==> config.mk <==
export PLATFORM = sky130hd
export DESIGN_NAME = dmem_arbiter_flat
export DESIGN_NICKNAME = d
export VERILOG_FILES = /design/src/rtl/dmem_arbiter_if.sv /design/src/rtl/dmem_arbiter.sv /design/src/flat_wrapper.sv
export SDC_FILE = /design/constraint.sdc
export NUM_CORES = 1
export LEC_CHECK = 0
export ABC_AREA = 1
export ABC_CLOCK_PERIOD_IN_PS = 1600
export CELL_PAD_IN_SITES_DETAIL_PLACEMENT = 1
export CELL_PAD_IN_SITES_GLOBAL_PLACEMENT = 1
export CORE_AREA = 3 3 74 76
export CTS_CLUSTER_SIZE = 25
export DETAILED_ROUTE_END_ITERATION = 10
export DIE_AREA = 0 0 77 79
export GPL_ROUTABILITY_DRIVEN = 0
export PLACE_DENSITY_LB_ADDON = 0.1
export SETUP_SLACK_MARGIN = 0.15
export SLEW_MARGIN = 5
export SYNTH_ARGS = -nofsm -noshare
export SYNTH_HDL_FRONTEND = slang
export SYNTH_SLANG_ARGS = --single-unit
==> constraint.sdc <==
create_clock -name clk -period 1.6 [get_ports clk]
set_input_delay 0.16 -clock clk [delete_from_list [all_inputs] [get_ports clk]]
set_output_delay 0.16 -clock clk [all_outputs]
set_load 0.01 [all_outputs]
==> src/rtl/dmem_arbiter_if.sv <==
// Request/response and BRAM pin bundle for dmem_arbiter.
// slave: arbiter side; master: requesters plus the BRAM model.
interface dmem_arbiter_if;
    logic       p_req;
    logic       p_we;
    logic [7:0] p_addr;
    logic [7:0] p_wdata;
    logic       p_gnt;
    logic       p_stall;
    logic [7:0] p_rdata;
    logic       p_rvalid;

    logic       d_req;
    logic       d_we;
    logic [7:0] d_addr;
    logic [7:0] d_wdata;
    logic       d_gnt;
    logic [7:0] d_rdata;
    logic       d_rvalid;

    logic       mem_en;
    logic       mem_we;
    logic [7:0] mem_addr;
    logic [7:0] mem_din;
    logic [7:0] mem_dout;
    logic       busy;

    modport slave (
        input  p_req, p_we, p_addr, p_wdata, d_req, d_we, d_addr, d_wdata, mem_dout,
        output p_gnt, p_stall, p_rdata, p_rvalid, d_gnt, d_rdata, d_rvalid,
        output mem_en, mem_we, mem_addr, mem_din, busy
    );

    modport master (
        output p_req, p_we, p_addr, p_wdata, d_req, d_we, d_addr, d_wdata, mem_dout,
        input  p_gnt, p_stall, p_rdata, p_rvalid, d_gnt, d_rdata, d_rvalid,
        input  mem_en, mem_we, mem_addr, mem_din, busy
    );
endinterface

==> src/rtl/dmem_arbiter.sv <==
// Shares a 256x8 single-port BRAM between the pipeline (primary) and a debug port.
// Optional starvation guard for the debug port: `define DMEM_ARB_STARVE_GUARD_EN.
module dmem_arbiter #(
    parameter int unsigned STARVE_LIMIT = 4
) (
    input  logic                 clk,
    input  logic                 reset,
    dmem_arbiter_if.slave        bus
);
    localparam int unsigned AW = 8;
    localparam int unsigned DW = 8;
    localparam int unsigned CW = 3;

    localparam logic [0:0] S_IDLE    = 1'b0;
    localparam logic [0:0] S_RD_WAIT = 1'b1;

    logic [0:0]    r_state;
    logic [0:0]    w_state_nxt;
    logic          r_owner_d;
    logic          w_owner_nxt;
    logic [DW-1:0] r_p_rdata;
    logic [DW-1:0] r_d_rdata;
    logic          r_p_rvalid;
    logic          r_d_rvalid;

    logic          w_idle;
    logic          w_force_d;
    logic          w_p_win;
    logic          w_d_win;

`ifdef DMEM_ARB_STARVE_GUARD_EN
    logic [CW-1:0] r_starve;

    assign w_force_d = (r_starve == CW'(STARVE_LIMIT)) && bus.d_req;

    // Counts primary grants the secondary has sat through
    always_ff @(posedge clk) begin
        if (reset) begin
            r_starve <= '0;
        end else if (w_p_win && bus.d_req) begin
            r_starve <= CW'(r_starve + 1'b1);
        end else if (w_d_win || !bus.d_req) begin
            r_starve <= '0;
        end
    end
`else
    logic w_unused_starve_limit;

    assign w_force_d             = 1'b0;
    assign w_unused_starve_limit = ^CW'(STARVE_LIMIT);
`endif

    // Arbitration and BRAM pin drive; everything quiet during reset
    always_comb begin
        w_idle       = (r_state == S_IDLE) && !reset;
        w_p_win      = w_idle && bus.p_req && !w_force_d;
        w_d_win      = w_idle && bus.d_req && (!bus.p_req || w_force_d);
        bus.mem_en   = 1'b0;
        bus.mem_we   = 1'b0;
        bus.mem_addr = '0;
        bus.mem_din  = '0;
        w_state_nxt  = S_IDLE;
        w_owner_nxt  = r_owner_d;
        if (w_p_win) begin
            bus.mem_en   = 1'b1;
            bus.mem_we   = bus.p_we;
            bus.mem_addr = AW'(bus.p_addr);
            bus.mem_din  = DW'(bus.p_wdata);
            if (!bus.p_we) begin
                w_state_nxt = S_RD_WAIT;
                w_owner_nxt = 1'b0;
            end
        end else if (w_d_win) begin
            bus.mem_en   = 1'b1;
            bus.mem_we   = bus.d_we;
            bus.mem_addr = AW'(bus.d_addr);
            bus.mem_din  = DW'(bus.d_wdata);
            if (!bus.d_we) begin
                w_state_nxt = S_RD_WAIT;
                w_owner_nxt = 1'b1;
            end
        end
    end

    assign bus.p_gnt    = w_p_win;
    assign bus.d_gnt    = w_d_win;
    assign bus.p_stall  = bus.p_req && !w_p_win;
    assign bus.busy     = (r_state == S_RD_WAIT);
    assign bus.p_rdata  = r_p_rdata;
    assign bus.d_rdata  = r_d_rdata;
    assign bus.p_rvalid = r_p_rvalid;
    assign bus.d_rvalid = r_d_rvalid;

    always_ff @(posedge clk) begin
        if (reset) begin
            r_state <= S_IDLE;
        end else begin
            r_state <= w_state_nxt;
        end
    end

    // Read return: BRAM output is valid during RD_WAIT, latched for the owner
    always_ff @(posedge clk) begin
        if (reset) begin
            r_owner_d  <= 1'b0;
            r_p_rdata  <= '0;
            r_d_rdata  <= '0;
            r_p_rvalid <= 1'b0;
            r_d_rvalid <= 1'b0;
        end else begin
            r_owner_d  <= w_owner_nxt;
            r_p_rvalid <= 1'b0;
            r_d_rvalid <= 1'b0;
            if (r_state == S_RD_WAIT) begin
                if (r_owner_d) begin
                    r_d_rdata  <= DW'(bus.mem_dout);
                    r_d_rvalid <= 1'b1;
                end else begin
                    r_p_rdata  <= DW'(bus.mem_dout);
                    r_p_rvalid <= 1'b1;
                end
            end
        end
    end
endmodule

==> src/flat_wrapper.sv <==
// flat-port wrapper written by rule: the top's interface ports become plain ports
module dmem_arbiter_flat 
#(
    parameter int unsigned STARVE_LIMIT = 4
)
  (clk, reset, bus_p_req, bus_p_we, bus_p_addr, bus_p_wdata, bus_d_req, bus_d_we, bus_d_addr, bus_d_wdata, bus_mem_dout, bus_p_gnt, bus_p_stall, bus_p_rdata, bus_p_rvalid, bus_d_gnt, bus_d_rdata, bus_d_rvalid, bus_mem_en, bus_mem_we, bus_mem_addr, bus_mem_din, bus_busy);
  dmem_arbiter_if bus_i ();
  input  logic clk;
  input  logic reset;
  input wire logic [$bits(bus_i.p_req)-1:0] bus_p_req;
  input wire logic [$bits(bus_i.p_we)-1:0] bus_p_we;
  input wire logic [$bits(bus_i.p_addr)-1:0] bus_p_addr;
  input wire logic [$bits(bus_i.p_wdata)-1:0] bus_p_wdata;
  input wire logic [$bits(bus_i.d_req)-1:0] bus_d_req;
  input wire logic [$bits(bus_i.d_we)-1:0] bus_d_we;
  input wire logic [$bits(bus_i.d_addr)-1:0] bus_d_addr;
  input wire logic [$bits(bus_i.d_wdata)-1:0] bus_d_wdata;
  input wire logic [$bits(bus_i.mem_dout)-1:0] bus_mem_dout;
  output wire logic [$bits(bus_i.p_gnt)-1:0] bus_p_gnt;
  output wire logic [$bits(bus_i.p_stall)-1:0] bus_p_stall;
  output wire logic [$bits(bus_i.p_rdata)-1:0] bus_p_rdata;
  output wire logic [$bits(bus_i.p_rvalid)-1:0] bus_p_rvalid;
  output wire logic [$bits(bus_i.d_gnt)-1:0] bus_d_gnt;
  output wire logic [$bits(bus_i.d_rdata)-1:0] bus_d_rdata;
  output wire logic [$bits(bus_i.d_rvalid)-1:0] bus_d_rvalid;
  output wire logic [$bits(bus_i.mem_en)-1:0] bus_mem_en;
  output wire logic [$bits(bus_i.mem_we)-1:0] bus_mem_we;
  output wire logic [$bits(bus_i.mem_addr)-1:0] bus_mem_addr;
  output wire logic [$bits(bus_i.mem_din)-1:0] bus_mem_din;
  output wire logic [$bits(bus_i.busy)-1:0] bus_busy;
  assign bus_i.p_req = bus_p_req;
  assign bus_i.p_we = bus_p_we;
  assign bus_i.p_addr = bus_p_addr;
  assign bus_i.p_wdata = bus_p_wdata;
  assign bus_i.d_req = bus_d_req;
  assign bus_i.d_we = bus_d_we;
  assign bus_i.d_addr = bus_d_addr;
  assign bus_i.d_wdata = bus_d_wdata;
  assign bus_i.mem_dout = bus_mem_dout;
  assign bus_p_gnt = bus_i.p_gnt;
  assign bus_p_stall = bus_i.p_stall;
  assign bus_p_rdata = bus_i.p_rdata;
  assign bus_p_rvalid = bus_i.p_rvalid;
  assign bus_d_gnt = bus_i.d_gnt;
  assign bus_d_rdata = bus_i.d_rdata;
  assign bus_d_rvalid = bus_i.d_rvalid;
  assign bus_mem_en = bus_i.mem_en;
  assign bus_mem_we = bus_i.mem_we;
  assign bus_mem_addr = bus_i.mem_addr;
  assign bus_mem_din = bus_i.mem_din;
  assign bus_busy = bus_i.busy;
  dmem_arbiter #(.STARVE_LIMIT(STARVE_LIMIT)) u_core (.clk(clk), .reset(reset), .bus(bus_i));
endmodule
==> flow_summary.toml, run 1 <==
[final_layout]
fillers = 612
regArea_um2 = 402
drive_gt1_share_pct = 28.8
fin_nets = 298
multi_input_area_um2 = 559
finalNonFillerCells = 317
finalInstanceArea_mm2 = 0.00214
syn_to_final_growth_pct = 123
num_antenna_cells = 0

[clocking]
h-tree-depth = 1
cts_tree = "yes"
cts.sinks = 20
cts_buffers = 3
cts_buffer_depth = 2
clkLatencyLatePin_ns = 0.26
clkTransAtPathRegs_ns = 0.07
clockRootBuffer = "clkbuf_8"

[yosys]
yosys-top-cells-area = "dfxtp_1 (42%), nand2_1 (32%), a21oi_1 (8.9%)"
ys_warn_count = 0
ys_seq_elements = 20
synth_cell_types = 19
yosysTopAreaCell = "dfxtp_1"
synth_top_area_share_pct = 41.7
avgSynthCellArea_um2 = 6.63
ys_seq_area_share_pct = 41.7
yosysMostFrequentCell = "nand2_1"
synth_edf_count = 0
synthTopCellsByCount = "nand2_1 (82), dfxtp_1 (20), a21oi_1 (17), inv_1 (6), nor2_1 (3)"
ys_async_sr_fraction_pct = 0
ys.flop_type = "dfxtp_1"
syn-cell-area_um2 = 961
syn-num-nets = 191
syn_inst = 145

[detailed_routing]
drt-total-wl_um = 4390
drt_pass1_iterations = 2
num_vias = 1310
drt_drc_violations_left = 0
final_antenna_net_count = 0
wl_per_cell_um = 13.9
drt-initial-drc-count = 2
vias_per_cell = 4.13

[setup_path]
crit_path_start_kind = "flop"
cp_max_fo = 6
path_class = "flop to output port"
worstPathRequired_ns = 1.44
end_kind = "output port"
arrival_ns = 1.42

[power]
leakagePower_nw = 0.972
powerDensity_mw_per_mm2 = 575
ir_worst_vdd_v = 0.000345

[die]
ios = 86
start_util_pct = 20.1
core_area_mm2 = 0.00479
dieHeight_um = 79
row_count = 25
dieWidth_um = 77
dieArea_mm2 = 0.00608

[timing]
slew_headroom_pct = 76.2
rsz0062_at_grt = "true"
hold_viol_final = 0
tightest_slew_ns = 0.356
hold_slack_ns = 0.465
finalMaxSlewViolations = 0
fin_crit_ns = 1.58
skew_ns = 0.00211
final.setup.tns_ns = 0
fmax_ghz = 0.635
setup_viol = 0
layout_setup_ws_ns = 0.0242
timing.final.crit_share_pct = 98.5

[global_route]
grt_pass1_wl_um = 6980
antenna_found_initial = 0
track_usage_pct = 14.1
gr-total-overflow = 0
grt_pass1_vias = 1408
grt_max_degree = 20

[placement]
pre_cts_slack_ns = -0.405
placed_cell_area_mm2 = 0.00190
post-dp-hpwl_um = 3240
port_buffers = 85
dp.cells = 298

[hold_path]
hp-class = "flop to flop"

[run_status]
status = "finished clean"

[run]
max_cap_violations = 0
## flip-flops by register name (all words and copies together), names as in the netlist
register and cells:
u_core.bus.busy 1, u_core.bus.d_rvalid 1, u_core.r_owner_d 1, u_core.bus.d_rdata 8
u_core.bus.p_rdata 8, u_core.bus.p_rvalid 1
## final timing paths
path	from	end	slack [ns]	cells past startpoint
hold / removal	u_core.bus.p_rdata[6]	u_core.bus.p_rdata[6]	0.46	2
hold reg to reg	u_core.bus.p_rdata[6]	u_core.bus.p_rdata[6]	0.46	2
setup / recovery	u_core.bus.busy	bus_mem_din[5]	0.02	7
setup reg to reg	u_core.bus.busy	u_core.bus.busy	0.32	8
## metal layers
metal  global-route usage, %  vias to the layer above  share of wire (%)
met5                       0                        -                  0
met4                    4.27                        0               0.80
met3                    2.95                        4                5.4
met2                    24.5                       50                 50
met1                    17.5                      596                 44
li1                        -                      660                  -
## where the power goes
| part | total (W) | internal [W] | switching [W] |
|---|---|---|---|
| combinational | 0.000385 | 0.000221 | 0.000164 |
| sequential | 0.000519 | 0.000511 | 0.00000793 |
| clock | 0.000328 | 0.000168 | 0.000161 |
| total | 0.00123 | 0.000900 | 0.000332 |
## worst max-delay path, cell delays in order, from the launching register on
cell and delay [ns]:
dfxtp_2 0.34, nor2_4 0.17, nand3_4 0.16, clkinv_4 0.11, buf_4 0.12, nand2_1 0.06
nand2_1 0.07, buf_2 0.13
## stage by stage
step	utilization, %	total power (W)
floorplan	-	0.000637
finish	44.8	0.00123
global route	44.8	0.00130
global placement	39.6	0.000860
detailed placement	39.6	0.000868
CTS	42.1	0.00121
## area by class of cell
class / count / area share (%)
repair inverters: 2 / 0.818
clock buffers: 3 / 1.93
well taps: 67 / 3.91
repair buffers: 104 / 46.0
multi-input cells: 112 / 26.1
inverters: 9 / 2.51
flip-flops and latches: 20 / 18.8
## cell families (layout without fill, tap and decap cells)
family,after synthesis,after routing,synth area share [%]
AND/OR/NAND/NOR,93,93,40.5
AO/OA/AOI/OAI,19,19,10.0
buffers and inverters,13,118,7.81
flip-flops,20,20,41.7
## cells in the final DEF (no fill, tap or decap), drive strengths merged
| cell type | n |
|---|---|
| dlymetal6s2s | 1 |
| clkdlybuf4s15 | 1 |
| buf | 38 |
| o22ai | 1 |
| dlygate4sd2 | 3 |
| nand3 | 2 |
| nand4 | 1 |
| dfxtp | 20 |
| nor2 | 5 |
| clkdlybuf4s50 | 61 |
| a21oi | 17 |
| o21ai | 1 |
| clkbuf | 3 |
| clkinv | 2 |
| inv | 9 |
| nand2 | 85 |
## what timing repair did
action | CTS | global route
hold buffers | 0 | 0
setup buffers | 11 | 3
pin swaps | 2 | 12
gates resized for setup | 89 | 40
endpoints found under the setup margin | 22 | 21
gates cloned | 1 | 1
(Power assumes the default switching activity.)
==> inputs of run 2 (changes only) <==
HOLD_SLACK_MARGIN = 0.03   (was unset)
==> results of run 2 <==
Same layout as run 1: the final DEF is identical, and so are final timing and power.
